File: config.mk
export PLATFORM = sky130hd
export DESIGN_NAME = led_matrix_scanner_flat
export DESIGN_NICKNAME = d
export VERILOG_FILES = /design/src/rtl/led_matrix_scanner_if.sv /design/src/rtl/led_matrix_scanner.sv /design/src/flat_wrapper.sv
export SDC_FILE = /design/constraint.sdc
export NUM_CORES = 1
export LEC_CHECK = 0
export ABC_AREA = 1
export BUFFER_PORTS_ARGS = -buffer_cell sky130_fd_sc_hd__buf_4
export CORE_UTILIZATION = 52
export CTS_CLUSTER_DIAMETER = 200
export CTS_CLUSTER_SIZE = 10
export DETAILED_ROUTE_END_ITERATION = 8
export PLACE_DENSITY = 0.75
export SYNTH_ARGS = -nofsm -noshare
export SYNTH_HDL_FRONTEND = slang
export SYNTH_SLANG_ARGS = --single-unit
export TNS_END_PERCENT = 10
File: constraint.sdc
create_clock -name clk -period 1.8 [get_ports clk]
set_input_delay 0.36 -clock clk [delete_from_list [all_inputs] [get_ports clk]]
set_output_delay 0.36 -clock clk [all_outputs]
set_load 0.01 [all_outputs]
File: src/rtl/led_matrix_scanner_if.sv
// Bitmap/enable inputs and LED-chain drive signals of the matrix scanner.
// The scanner connects through the slave modport; the driver side uses master.
interface led_matrix_scanner_if;
  logic         enable;
  logic [127:0] frame;
  logic         ser_data;
  logic         ser_clk;
  logic         ser_latch;
  logic [2:0]   row_idx;
  logic         frame_start;
  logic         busy;

  modport master (
    output enable, frame,
    input  ser_data, ser_clk, ser_latch, row_idx, frame_start, busy
  );

  modport slave (
    input  enable, frame,
    output ser_data, ser_clk, ser_latch, row_idx, frame_start, busy
  );
endinterface

File: src/rtl/led_matrix_scanner.sv
// Row-at-a-time scanner for an 8x16 LED matrix driven through a chain of three
// SIPO shift registers (row-select byte followed by two column bytes).
module led_matrix_scanner #(
  parameter int unsigned CLK_DIV = 4,
  parameter int unsigned DWELL   = 2000
) (
  input  logic                 clk,
  input  logic                 rst_n,
  led_matrix_scanner_if.slave  bus
);
  localparam int unsigned PW   = $clog2(2 * CLK_DIV + 1);
  localparam int unsigned WMAX = (DWELL > CLK_DIV) ? DWELL : CLK_DIV;
  localparam int unsigned WW   = $clog2(WMAX + 1);

  localparam logic [PW-1:0] PH_RISE    = PW'(CLK_DIV - 1);
  localparam logic [PW-1:0] PH_LAST    = PW'(2 * CLK_DIV - 1);
  localparam logic [WW-1:0] LATCH_LAST = WW'(CLK_DIV - 1);
  localparam logic [WW-1:0] DWELL_LAST = WW'(DWELL - 1);

  typedef enum logic [2:0] {
    S_IDLE,
    S_LOAD,
    S_SHIFT,
    S_LATCH,
    S_DWELL
  } state_t;

  state_t        state;
  logic [127:0]  frame_buf;
  logic [23:0]   shreg;
  logic [PW-1:0] phase;
  logic [4:0]    bit_cnt;
  logic [WW-1:0] wait_cnt;
  logic          data_q;
  logic          sclk_q;
  logic          latch_q;
  logic [2:0]    row_q;
  logic          fstart_q;
  logic          busy_q;

  logic [15:0]   row_bits;
  logic [23:0]   word;

  // Row r lives at frame[127-16r -: 16]; the base index is {~r, 4'hF}.
  // Row 0 is taken straight from the input because it is captured this cycle.
  always_comb begin
    row_bits = frame_buf[{~row_q, 4'hF} -: 16];
    if (row_q == 3'd0) begin
      row_bits = bus.frame[127:112];
    end
    word = {8'h80 >> row_q, row_bits};
  end

  always_ff @(posedge clk or negedge rst_n) begin
    if (!rst_n) begin
      state     <= S_IDLE;
      frame_buf <= '0;
      shreg     <= '0;
      phase     <= '0;
      bit_cnt   <= '0;
      wait_cnt  <= '0;
      data_q    <= 1'b0;
      sclk_q    <= 1'b0;
      latch_q   <= 1'b0;
      row_q     <= '0;
      fstart_q  <= 1'b0;
      busy_q    <= 1'b0;
    end else begin
      case (state)
        S_IDLE: begin
          if (bus.enable) begin
            state    <= S_LOAD;
            busy_q   <= 1'b1;
            row_q    <= '0;
            fstart_q <= 1'b1;
          end
        end
        S_LOAD: begin
          fstart_q <= 1'b0;
          if (!bus.enable) begin
            state  <= S_IDLE;
            busy_q <= 1'b0;
            row_q  <= '0;
          end else begin
            if (row_q == 3'd0) begin
              frame_buf <= bus.frame;
            end
            data_q  <= word[23];
            shreg   <= {word[22:0], 1'b0};
            sclk_q  <= 1'b0;
            phase   <= '0;
            bit_cnt <= '0;
            state   <= S_SHIFT;
          end
        end
        // ser_clk is registered from the phase about to be entered, so each
        // bit gives CLK_DIV low cycles followed by CLK_DIV high cycles.
        S_SHIFT: begin
          if (phase == PH_LAST) begin
            phase  <= '0;
            sclk_q <= 1'b0;
            if (bit_cnt == 5'd23) begin
              data_q   <= 1'b0;
              latch_q  <= 1'b1;
              wait_cnt <= '0;
              state    <= S_LATCH;
            end else begin
              bit_cnt <= bit_cnt + 5'd1;
              data_q  <= shreg[23];
              shreg   <= {shreg[22:0], 1'b0};
            end
          end else begin
            phase  <= phase + PW'(1);
            sclk_q <= (phase >= PH_RISE);
          end
        end
        S_LATCH: begin
          if (wait_cnt == LATCH_LAST) begin
            latch_q  <= 1'b0;
            wait_cnt <= '0;
            state    <= S_DWELL;
          end else begin
            wait_cnt <= wait_cnt + WW'(1);
          end
        end
        S_DWELL: begin
          if (wait_cnt == DWELL_LAST) begin
            wait_cnt <= '0;
            row_q    <= row_q + 3'd1;
            fstart_q <= (row_q == 3'd7);
            state    <= S_LOAD;
          end else begin
            wait_cnt <= wait_cnt + WW'(1);
          end
        end
        default: begin
          state  <= S_IDLE;
          busy_q <= 1'b0;
        end
      endcase
    end
  end

  assign bus.ser_data    = data_q;
  assign bus.ser_clk     = sclk_q;
  assign bus.ser_latch   = latch_q;
  assign bus.row_idx     = row_q;
  assign bus.frame_start = fstart_q;
  assign bus.busy        = busy_q;
endmodule
File: src/flat_wrapper.sv
// flat-port wrapper written by rule: the top's interface ports become plain ports
module led_matrix_scanner_flat 
#(
  parameter int unsigned CLK_DIV = 4,
  parameter int unsigned DWELL   = 2000
)
  (clk, rst_n, bus_enable, bus_frame, bus_ser_data, bus_ser_clk, bus_ser_latch, bus_row_idx, bus_frame_start, bus_busy);
  led_matrix_scanner_if bus_i ();
  input  logic clk;
  input  logic rst_n;
  input wire logic [$bits(bus_i.enable)-1:0] bus_enable;
  input wire logic [$bits(bus_i.frame)-1:0] bus_frame;
  output wire logic [$bits(bus_i.ser_data)-1:0] bus_ser_data;
  output wire logic [$bits(bus_i.ser_clk)-1:0] bus_ser_clk;
  output wire logic [$bits(bus_i.ser_latch)-1:0] bus_ser_latch;
  output wire logic [$bits(bus_i.row_idx)-1:0] bus_row_idx;
  output wire logic [$bits(bus_i.frame_start)-1:0] bus_frame_start;
  output wire logic [$bits(bus_i.busy)-1:0] bus_busy;
  assign bus_i.enable = bus_enable;
  assign bus_i.frame = bus_frame;
  assign bus_ser_data = bus_i.ser_data;
  assign bus_ser_clk = bus_i.ser_clk;
  assign bus_ser_latch = bus_i.ser_latch;
  assign bus_row_idx = bus_i.row_idx;
  assign bus_frame_start = bus_i.frame_start;
  assign bus_busy = bus_i.busy;
  led_matrix_scanner #(.CLK_DIV(CLK_DIV), .DWELL(DWELL)) u_core (.clk(clk), .rst_n(rst_n), .bus(bus_i));
endmodule
==> summary.md <==
| Metric | Value |
|---|---|
| Number of nets with antenna violations after detailed routing | `0` |
| Startpoint kind of the worst setup timing path | `flip-flop` |
| Synth Net Count | `1,401` |
| Number of nets at the end of the flow | `1,526` |
| Cells traversed along the worst timing path | `buf_6 > buf_4` |
| Number of detailed-routing iterations run before antenna repair | `7` |
| Pins Over Slew Limit | `0` |
| Detailed Place HPWL | `17,200 µm` |
| Instance count of the mapped netlist | `1,261` |
| Area overhead of the layout relative to synthesis | `21.5%` |
| Cell Rows | `48` |
| Global route total overflow | `0` |
| Maximum level of the CTS H-tree | `4` |
| Cell Pwr Density | `1350 nW/µm²` |
| Worst slack after detailed placement | `0.110 ns` |
| Slew Limit Headroom | `0.716` |
| Type of the setup path with the least slack | `flip-flop to output port` |
| Effective utilization at floorplan | `0.537` |
| CP Buf/Inv Count | `2` |
| Number of buffers between clock root and the deepest sink | `2` |
| Yosys synthesis warning count | `0` |
| Endpoint kind of the worst setup timing path | `output port` |
| Dominant delay contributor by cell family on the critical path | `buffers and inverters` |
| Most frequent standard cell in the layout excluding fill and tap cells | `sky130_fd_sc_hd__nand2_1` |
| Setup TNS | `0 ns` |
| Number of cells in the finished layout apart from fillers | `1,624` |
| Number of remaining DRC errors | `0` |
| Largest net degree at the start of global routing | `73` |
| Max VDD drop | `0.776 mV` |
| Gpl congestion | `0.884` |
| Yosys cell types | `31` |
| Max-cap violations | `0` |
| Placed Cells | `1,588` |
| Chip height | `136 µm` |
| Sink Count | `182` |
| Synthesized area per cell | `7.42 µm²` |
| Final setup violating endpoints | `0` |
| Hold Fails Final Rpt | `0` |
| GR Util All Layers | `0.283` |
| Share of the synthesized area in the top cell type | `0.487` |
| Delay of the slowest cell on the worst path | `0.40 ns` |
| Global-route wire length before repair | `40,200 µm` |
| TritonCTS clock tree | `built` |
| Routed wirelength normalized by instance count | `15.1 µm` |
| Worst-path clk slew | `0.08 ns` |
| Commonest non-fill, non-tap cells in the layout | `sky130_fd_sc_hd__nand2_1, sky130_fd_sc_hd__dfrtp_1, sky130_fd_sc_hd__nand3_1` |
| Static leakage | `5.95 nW` |
| CTS buffer count | `17` |
| Number of global-route vias before repair | `8,238` |
| Diode count | `0` |
| #FFs+latches synth | `182` |
| Total standard cell area after synthesis | `9360 µm²` |
| Number of top-level pins | `139` |
| FF-to-FF setup slack | `0.12 ns` |
| Clk_skew | `0.0148 ns` |
| Highest fanout seen on the critical path | `48` |
| Transition at the pin with the smallest max-transition slack | `0.427 ns` |
| Time the final worst path needs with I/O delays and setup | `1.72 ns` |
| Data required time at the worst endpoint | `1.44 ns` |
| Initial antenna violation count | `0` |
| DR vias | `8,666` |
| Clock latency on the worst-skew pair | `0.44 ns` |
| Post-synth top area cell | `sky130_fd_sc_hd__dfrtp_1` |
| Kind of path behind the tightest hold check | `input port to flip-flop` |
| Outcome | `finished, final reports clean` |
| Total Wirelength | `24,500 µm` |
| Most area-consuming cells after synthesis | `sky130_fd_sc_hd__dfrtp_1, sky130_fd_sc_hd__nand2_1, sky130_fd_sc_hd__nand3_1` |
| Cell with the largest stage delay on the worst path | `sky130_fd_sc_hd__dfrtp_2` |
| Sequential element share of the synthesized area | `0.487` |
| Core area | `17,400 µm²` |
| Number of design-rule violations left by the first detailed-router iteration | `716` |
| Number of port buffers | `138` |
| Share of post-route cells with drive strength above 1 | `0.179` |
| Clock Tree Root | `sky130_fd_sc_hd__clkbuf_16` |
| Die W | `136 µm` |
| Critical path arrival | `1.36 ns` |
| Smallest setup slack after layout | `0.0808 ns` |
| Timing-limited maximum frequency | `582 MHz` |
| Die area | `18,500 µm²` |
| Vias per cell | `5.34` |
| Final critical-path share of the clock period | `0.955` |
## kinds of logic after synthesis
group                      after synthesis  synth area share
and+or+nand+nor                        752             0.341
adders and majority gates                9            0.0120
xor gates and xnor gates                 5           0.00468
buffers and inverters                  176            0.0802
DFF                                    182             0.487
AOI/OAI and AO/OA                      137            0.0758
## final cells by class
cell class	count	area, µm²
inverter	103	394
timing repair buffer	179	1470
clock inverter	14	166
sequential	182	4560
tap	225	282
clock buffer	18	429
multi-input combinational	903	4080
fill	1530	6040
## worst min-delay path: cells and delay by family
family	cells	cell delay [ns]
buffers and inverters	1	0.08
AND/OR/NAND/NOR	2	0.12
## power breakdown
| group | internal [mW] | switching [mW] |
|---|---|---|
| combinational | 1.95 | 3.01 |
| sequential | 5.75 | 0.873 |
| clock | 1.98 | 1.76 |
| total | 9.68 | 5.65 |
## sequential cells by signal, summed over array words and instances, names as in the netlist
signal                  count
u_core.bus.ser_latch        1
u_core.bus.ser_data         1
u_core.state                3
u_core.bus.frame_start      1
u_core.frame_buf          128
u_core.phase                4
u_core.bus.row_idx          3
u_core.bus.busy             1
u_core.bit_cnt              5
u_core.bus.ser_clk          1
u_core.wait_cnt            11
u_core.shreg               23
## timing repair
action / 4_1_cts / 5_1_grt
endpoints found under the setup margin: 1 / 29
gates cloned: 0 / 0
pin swaps: 0 / 1
hold buffers: 1 / 0
resized for setup: 1 / 4
endpoints found under the hold margin: 29 / 0
setup buffers: 0 / 3
## per-layer routing
| metal | share of wire | GRT usage | vias to the layer above |
|---|---|---|---|
| met2 | 0.48 | 0.462 | 291 |
| met1 | 0.44 | 0.372 | 4083 |
| met5 | 0 | 0 | - |
| li1 | - | - | 4258 |
| met4 | 0.022 | 0.101 | 0 |
| met3 | 0.061 | 0.0574 | 34 |
## metrics by stage
stage / util / power (mW) / cell area, µm² / hold WS (ns)
after floorplan: - / 10.0 / 9390 / 0.0644
after global placement: 0.616 / 11.3 / 10700 / 0.288
after detailed placement: 0.616 / 11.5 / 10700 / 0.290
after CTS: 0.651 / 15.3 / 11300 / 0.135
after global routing: 0.653 / 16.4 / 11400 / 0.140
final: 0.653 / 15.3 / 11400 / 0.140
## cells in the mapped netlist
master and number:
sky130_fd_sc_hd__nand2_2 4, sky130_fd_sc_hd__nand3_2 5, sky130_fd_sc_hd__nand2_4 2, sky130_fd_sc_hd__buf_2 43
sky130_fd_sc_hd__a22o_1 2, sky130_fd_sc_hd__a21oi_1 43, sky130_fd_sc_hd__buf_4 5, sky130_fd_sc_hd__nand3b_1 4
sky130_fd_sc_hd__buf_6 2, sky130_fd_sc_hd__o211ai_1 2, sky130_fd_sc_hd__a21o_1 1, sky130_fd_sc_hd__a21oi_2 1
sky130_fd_sc_hd__nand3_1 177, sky130_fd_sc_hd__inv_1 96, sky130_fd_sc_hd__nor2_2 13, sky130_fd_sc_hd__inv_4 1
sky130_fd_sc_hd__ha_1 9, sky130_fd_sc_hd__nand2_1 410, sky130_fd_sc_hd__dfrtp_1 182, sky130_fd_sc_hd__o21bai_1 1
sky130_fd_sc_hd__or2_2 2, sky130_fd_sc_hd__o22ai_1 2, sky130_fd_sc_hd__inv_2 6, sky130_fd_sc_hd__nand4_1 12
sky130_fd_sc_hd__xor2_1 5, sky130_fd_sc_hd__nor2_1 122, sky130_fd_sc_hd__o21ai_0 68, sky130_fd_sc_hd__nor2_4 1
sky130_fd_sc_hd__o21ai_1 17, sky130_fd_sc_hd__clkbuf_1 22, sky130_fd_sc_hd__buf_1 1
## final timing paths
kind,from,end,depth (start not counted)
worst min register to register,u_core.frame_buf[16],u_core.frame_buf[16],2
max in group asynchronous,rst_n,u_core.bus.row_idx[0],3
worst max-delay path,u_core.bus.row_idx[0],bus_row_idx[0],2
worst max register to register,u_core.wait_cnt[0],u_core.bus.row_idx[2],8
min in group asynchronous,rst_n,u_core.frame_buf[86],2
worst min-delay path,bus_frame[35],u_core.frame_buf[35],3
(Power assumes the default switching activity.)
